<file path="src/rtl/fpu_pkg.sv">
// Shared FP32 definitions for the converter and the FP add/sub wrappers.
// Combinational helpers only: no latency, no flow control.
package fpu_pkg;

    localparam int          FP32_EXP_W    = 8;
    localparam int          FP32_MANT_W   = 23;
    localparam int          FP32_BIAS     = 127;
    localparam logic [31:0] FP32_QNAN     = 32'h7FC00000;
    localparam logic [31:0] FP32_POS_ZERO = 32'h00000000;

    typedef struct packed {
        logic                   sign;
        logic [FP32_EXP_W-1:0]  exp;
        logic [FP32_MANT_W-1:0] mant;
    } fp32_t;

    function automatic fp32_t fp32_pack(
        input logic                   sign,
        input logic [FP32_EXP_W-1:0]  exp,
        input logic [FP32_MANT_W-1:0] mant
    );
        fp32_t f;
        f.sign = sign;
        f.exp  = exp;
        f.mant = mant;
        return f;
    endfunction

endpackage

</file>
<file path="src/rtl/fx2fp_lod.sv">
// Leading-one detector: index of the highest set bit plus a found flag.
// Purely combinational: zero latency, no flow control.
module fx2fp_lod #(
    parameter  int W  = 32,
    localparam int PW = (W > 1) ? $clog2(W) : 1
) (
    input  logic [W-1:0]  i_vec,
    output logic [PW-1:0] o_pos,
    output logic          o_found
);

    // Ascending scan so the last hit, the most significant one, wins.
    always_comb begin
        o_pos   = '0;
        o_found = 1'b0;
        for (int i = 0; i < W; i++) begin
            if (i_vec[i]) begin
                o_pos   = PW'(i);
                o_found = 1'b1;
            end
        end
    end

endmodule

</file>
<file path="src/rtl/fixed_to_fp32.sv">
// Signed fixed-point to FP32 converter, round-to-nearest-even; 3-cycle latency, 1 sample/cycle.
// Backpressure: one global enable (~o_valid | i_ready) freezes every stage; o_ready mirrors it.
module fixed_to_fp32
    import fpu_pkg::*;
#(
    parameter int DATA_W = 32,
    parameter int FRAC_W = 16
) (
    input  logic              i_clk,
    input  logic              i_rst_n,
    input  logic              i_valid,
    output logic              o_ready,
    input  logic [DATA_W-1:0] i_data,
    output logic              o_valid,
    input  logic              i_ready,
    output logic [31:0]       o_result,
    output logic              o_inexact
);

    localparam int NW    = (DATA_W > FP32_MANT_W + 2) ? DATA_W : FP32_MANT_W + 2;
    localparam int PW    = (DATA_W > 1) ? $clog2(DATA_W) : 1;
    localparam int PAD_W = NW - DATA_W;

    localparam logic [PW-1:0] MSB_IDX  = PW'(DATA_W - 1);
    // Bits below the guard position of the normalized field feed the sticky OR.
    localparam logic [NW-1:0] LOW_MASK = (NW'(1) << (NW - FP32_MANT_W - 2)) - NW'(1);

    if (DATA_W < 2 || DATA_W > 64 || FRAC_W > 126 || (DATA_W - 1 - FRAC_W) > 127) begin : g_param_check
        $error("fixed_to_fp32: DATA_W/FRAC_W out of range for a normal FP32 result");
    end

    logic en;

    logic              s1_vld_q;
    logic              s1_sign_q, s1_sign_d;
    logic              s1_zero_q, s1_zero_d;
    logic [DATA_W-1:0] s1_mag_q,  s1_mag_d;

    logic                   s2_vld_q;
    logic                   s2_sign_q;
    logic                   s2_zero_q;
    logic [PW-1:0]          s2_pos_q,    s2_pos_d;
    logic [FP32_MANT_W-1:0] s2_mant_q,   s2_mant_d;
    logic                   s2_guard_q,  s2_guard_d;
    logic                   s2_sticky_q, s2_sticky_d;

    logic  out_vld_q;
    fp32_t res_q,     res_d;
    logic  inexact_q, inexact_d;

    logic [PW-1:0]        lod_pos;
    logic                 lod_found;
    logic [PW-1:0]        norm_sh;
    logic [NW-1:0]        norm;
    logic                 round_up;
    logic [FP32_MANT_W:0] mant_sum;
    logic [7:0]           exp_d;

    assign en      = ~out_vld_q | i_ready;
    assign o_ready = en;

    // S1: sign/magnitude split; the most negative input maps to 2^(DATA_W-1) unsigned.
    always_comb begin
        s1_sign_d = i_data[DATA_W-1];
        s1_mag_d  = s1_sign_d ? (~i_data + DATA_W'(1)) : i_data;
        s1_zero_d = (s1_mag_d == '0);
    end

    always_ff @(posedge i_clk or negedge i_rst_n) begin
        if (!i_rst_n) begin
            s1_vld_q  <= 1'b0;
            s1_sign_q <= 1'b0;
            s1_zero_q <= 1'b0;
            s1_mag_q  <= '0;
        end else if (en) begin
            s1_vld_q <= i_valid;
            if (i_valid) begin
                s1_sign_q <= s1_sign_d;
                s1_zero_q <= s1_zero_d;
                s1_mag_q  <= s1_mag_d;
            end
        end
    end

    // S2: normalize so the leading one lands on the MSB of the NW-bit field.
    fx2fp_lod #(
        .W (DATA_W)
    ) u_lod (
        .i_vec   (s1_mag_q),
        .o_pos   (lod_pos),
        .o_found (lod_found)
    );

    always_comb begin
        norm_sh     = MSB_IDX - lod_pos;
        norm        = lod_found ? ((NW'(s1_mag_q) << PAD_W) << norm_sh) : '0;
        s2_pos_d    = lod_pos;
        s2_mant_d   = norm[NW-2 -: FP32_MANT_W];
        s2_guard_d  = norm[NW-2-FP32_MANT_W];
        s2_sticky_d = |(norm & LOW_MASK);
    end

    always_ff @(posedge i_clk or negedge i_rst_n) begin
        if (!i_rst_n) begin
            s2_vld_q    <= 1'b0;
            s2_sign_q   <= 1'b0;
            s2_zero_q   <= 1'b0;
            s2_pos_q    <= '0;
            s2_mant_q   <= '0;
            s2_guard_q  <= 1'b0;
            s2_sticky_q <= 1'b0;
        end else if (en) begin
            s2_vld_q <= s1_vld_q;
            if (s1_vld_q) begin
                s2_sign_q   <= s1_sign_q;
                s2_zero_q   <= s1_zero_q;
                s2_pos_q    <= s2_pos_d;
                s2_mant_q   <= s2_mant_d;
                s2_guard_q  <= s2_guard_d;
                s2_sticky_q <= s2_sticky_d;
            end
        end
    end

    // S3: RNE round; a mantissa carry-out leaves all-zero fraction bits and bumps the exponent.
    always_comb begin
        round_up  = s2_guard_q & (s2_sticky_q | s2_mant_q[0]);
        mant_sum  = {1'b0, s2_mant_q} + (FP32_MANT_W + 1)'(round_up);
        exp_d     = 8'(FP32_BIAS - FRAC_W) + 8'(s2_pos_q) + 8'(mant_sum[FP32_MANT_W]);
        res_d     = s2_zero_q ? fp32_t'(FP32_POS_ZERO)
                              : fp32_pack(s2_sign_q, exp_d, mant_sum[FP32_MANT_W-1:0]);
        inexact_d = ~s2_zero_q & (s2_guard_q | s2_sticky_q);
    end

    always_ff @(posedge i_clk or negedge i_rst_n) begin
        if (!i_rst_n) begin
            out_vld_q <= 1'b0;
            res_q     <= fp32_t'(FP32_POS_ZERO);
            inexact_q <= 1'b0;
        end else if (en) begin
            out_vld_q <= s2_vld_q;
            if (s2_vld_q) begin
                res_q     <= res_d;
                inexact_q <= inexact_d;
            end
        end
    end

    assign o_valid   = out_vld_q;
    assign o_result  = res_q;
    assign o_inexact = inexact_q;

endmodule

</file>
<file path="config.mk">
export PLATFORM = sky130hd
export DESIGN_NAME = fixed_to_fp32
export DESIGN_NICKNAME = d
export VERILOG_FILES = /design/src/rtl/fpu_pkg.sv /design/src/rtl/fx2fp_lod.sv /design/src/rtl/fixed_to_fp32.sv
export SDC_FILE = /design/constraint.sdc
export NUM_CORES = 1
export LEC_CHECK = 0
export CORE_MARGIN = 3
export CORE_UTILIZATION = 40
export DETAILED_ROUTE_END_ITERATION = 10
export GPL_TIMING_DRIVEN = 0
export PLACE_DENSITY = 0.62
export SYNTH_ARGS = -nofsm -noshare
export SYNTH_HDL_FRONTEND = slang
export SYNTH_SLANG_ARGS = --single-unit
</file>
<file path="constraint.sdc">
create_clock -name i_clk -period 4 [get_ports i_clk]
set_input_delay 0.8 -clock i_clk [delete_from_list [all_inputs] [get_ports i_clk]]
set_output_delay 0.8 -clock i_clk [all_outputs]
set_load 0.01 [all_outputs]
</file>
==> flow_metrics.env <==
export IMPL_synth_async_reset_ratio_pct=100
export IMPL_drt_iter0_markers=424
export IMPL_yosysTopAreaCell="dfrtp_1"
export IMPL_timing_rr_start="s1_mag_q[2]$_DFFE_PN0P_"
export IMPL_grt_first_pass_wirelength_um=34100
export IMPL_wl_per_cell_um=18.1
export IMPL_slew_viol_final=0
export IMPL_cts_path_max_buffers=2
export IMPL_yosys_warnings=0
export IMPL_ff2ff_setup_slack_ns=0.30
export IMPL_ys_flop_type="dfrtp_1"
export IMPL_maxSlewHeadroom_pct=42.6
export IMPL_max_freq_mhz=263
export IMPL_synth_top_area_share_pct=35.5
export IMPL_place_inst=1140
export IMPL_finClkSkew_ns=0.0133
export IMPL_max_cap_violations=0
export IMPL_grt_max_degree=62
export IMPL_clkLatencyLatePin_ns=0.36
export IMPL_drive_above_1_share_pct=5.59
export IMPL_final_nets=967
export IMPL_route_detailed_drc=0
export IMPL_met3_length_um=955
export IMPL_synthDistinctLibCells=74
export IMPL_gp_routability_congestion=0.989
export IMPL_cp_required_ns=4.25
export IMPL_vias_per_cell=5.65
export IMPL_core_sq_mm=0.0175
export IMPL_cts_root_buf="clkbuf_16"
export IMPL_ys_top_cells_by_area="dfrtp_1 (35%), mux2i_1 (8.6%), nand2_1 (8.3%), o21ai_0 (6.5%), xor2_1 (5.1%)"
export IMPL_avgSynthCellArea_sq_um=8.44
export IMPL_top_layer="met4"
export IMPL_rsz0062_at_grt="false"
export IMPL_htreeDepth=3
export IMPL_die_x_um=140
export IMPL_post_route_period_util_pct=94.9
export IMPL_setup_slack_ns=0.204
export IMPL_wl_met1_um=9180
export IMPL_irDropWorstVdd_mv=0.310
export IMPL_first_pass_iters=5
export IMPL_crit_start="i_data[5]"
export IMPL_ios=71
export IMPL_synthCells=853
export IMPL_r2r_cells=11
export IMPL_min_path_type="in2async"
export IMPL_worstPathArrival_ns=4.04
export IMPL_cp_slowest_cell="or4_1"
export IMPL_place_hpwl_um=16600
export IMPL_clk_pin_slew_ns=0.08
export IMPL_setup_violations=0
export IMPL_fin_cells=1156
export IMPL_cts_tree="done"
export IMPL_grt_pass1_vias=6378
export IMPL_synth_seq_area_share_pct=35.5
export IMPL_path_cells="clkdlybuf4s50_1 -> nor4_4 -> and2_1 -> buf_4 -> nand3_2 -> nor3_1 -> nand3_1 -> mux2_2 -> a32oi_1 -> or4_1 -> o41ai_2"
export IMPL_synth_edf_count=0
export IMPL_cts_resized=0
export IMPL_cts_buffers_inserted=9
export IMPL_floorplan_initialDensity_pct=41.2
export IMPL_p_leak_uw=0.00354
export IMPL_rows=48
export IMPL_setup_tns_ns=0
export IMPL_holdWs_ns=0.415
export IMPL_syn_nets=894
export IMPL_vias=6530
export IMPL_clock_sinks=102
export IMPL_start_kind="primary input"
export IMPL_postCtsSetupBuffers=0
export IMPL_antenna_found_initial=0
export IMPL_cts_hold_buf=0
export IMPL_die_h_um=140
export IMPL_endpoint_kind="register"
export IMPL_powerDensity_mw_per_mm2=688
export IMPL_wl_met2_um=10000
export IMPL_wirelength_um=20900
export IMPL_syn_to_final_growth_pct=17.3
export IMPL_worstPathMaxFanout=9
export IMPL_endpoint="s1_zero_q$_DFFE_PN0P_"
export IMPL_design_die_area_sq_mm=0.0196
export IMPL_yosysMostFrequentCell="nand2_1"
export IMPL_hold_violations=0
export IMPL_slowest_delay_ns=0.56
export IMPL_ant_nets=0
export IMPL_overflow=0
export IMPL_ys_ff_latch=102
export IMPL_crit_type="in2reg"
export IMPL_antenna_cells=0
export IMPL_min_period_ns=3.80
export IMPL_tightest_slew_ns=0.858
export IMPL_place_ws_ns=-0.0956
export IMPL_synth_common_cells="nand2_1 (159), dfrtp_1 (102), o21ai_0 (93)"
export IMPL_status="finished clean"
export IMPL_grtUsageTotal_pct=21.5
export IMPL_r2r_end="s2_mant_q[20]$_DFFE_PN0P_"
export IMPL_portBuffers=61
export IMPL_syn_area_sq_mm=0.00720
## layer usage
layer	vias up	global-route usage, %
met4	0	9.54
met5	-	0
met3	46	2.80
met1	3046	27.2
li1	3240	-
met2	198	36.7
## cells by family (layout without fill, tap and decap cells)
| family | Yosys count | in the layout | synth area share, % |
|---|---|---|---|
| AOI/OAI and AO/OA | 231 | 231 | 21.5 |
| buffers and inverters | 69 | 147 | 4.12 |
| and+or+nand+nor | 320 | 320 | 21.2 |
| DFF | 102 | 102 | 35.5 |
| muxes | 72 | 72 | 10.2 |
| adders and majority gates | 5 | 5 | 0.869 |
| xor gates and xnor gates | 54 | 54 | 6.57 |
## layout make-up
type	instances	area, sq um
flip-flops and latches	102	2550
repair buffers	62	636
plain buffers	53	236
well taps	225	282
fillers	1791	9030
inverters	16	60.1
multi-input cells	682	4350
clock inverters	6	91.3
clock buffers	10	239
## flip-flops by register name, indices dropped and copies added (netlist names)
name and count:
o_inexact 1, o_valid 1, s2_guard_q 1, s1_sign_q 1, s1_vld_q 1, s2_sign_q 1
s2_sticky_q 1, s2_vld_q 1, s2_pos_q 5, s2_mant_q 23, s1_mag_q 32, s2_zero_q 1
s1_zero_q 1, o_result 32
## worst min-delay path by stage
| stage | slack [ns] | to | start |
|---|---|---|---|
| floorplan | 0.44 | o_valid$_DFFE_PN0N_ | s2_vld_q$_DFFE_PN0N_ |
| global placement | 0.45 | o_valid$_DFFE_PN0N_ | s2_vld_q$_DFFE_PN0N_ |
| detailed placement | 0.47 | o_valid$_DFFE_PN0N_ | s2_vld_q$_DFFE_PN0N_ |
| CTS | 0.43 | o_result[26]$_DFFE_PN0P_ | i_rst_n |
| global route | 0.47 | o_result[26]$_DFFE_PN0P_ | i_rst_n |
| finish | 0.42 | o_result[26]$_DFFE_PN0P_ | i_rst_n |
## worst max-delay path, delay by kind of cell
family	cells	cell delay (ns)
compound gates	2	0.43
simple gates	6	1.83
mux	1	0.26
buf+inv	2	0.71
## cells in the final DEF, fill, tap and decap left out, drive strengths merged, types with 4 or more instances in the layout
cell type,count
a21oi,21
a221oi,7
a22o,10
a22oi,5
a31oi,5
a32oi,4
and2,10
and4,5
buf,16
clkbuf,49
clkdlybuf4s50,60
dfrtp,102
ha,5
inv,18
mux2,10
mux2i,62
nand2,159
nand2b,10
nand3,19
nand4,9
nor2,53
nor2b,9
nor3,14
nor4,15
o211ai,6
o21a,13
o21ai,95
o221ai,5
o31ai,19
or4,5
xnor2,12
xor2,42
## where the power goes
part | total [uW] | internal [uW] | switching (uW) | leakage (uW)
sequential | 1830 | 1430 | 400 | 0.00126
combinational | 3010 | 1300 | 1710 | 0.00212
clock | 973 | 570 | 403 | 0.000163
## through the flow
step                      instance area (sq um)  utilization, %  power [uW]
final                                      8440            48.3        5810
after global placement                     8090            46.3        4780
after CTS                                  8440            48.3        5810
after detailed placement                   8110            46.4        4820
after global routing                       8440            48.3        6220
after floorplan                            7200               -        3720
Note: power is estimated with default switching activity, not from simulation.
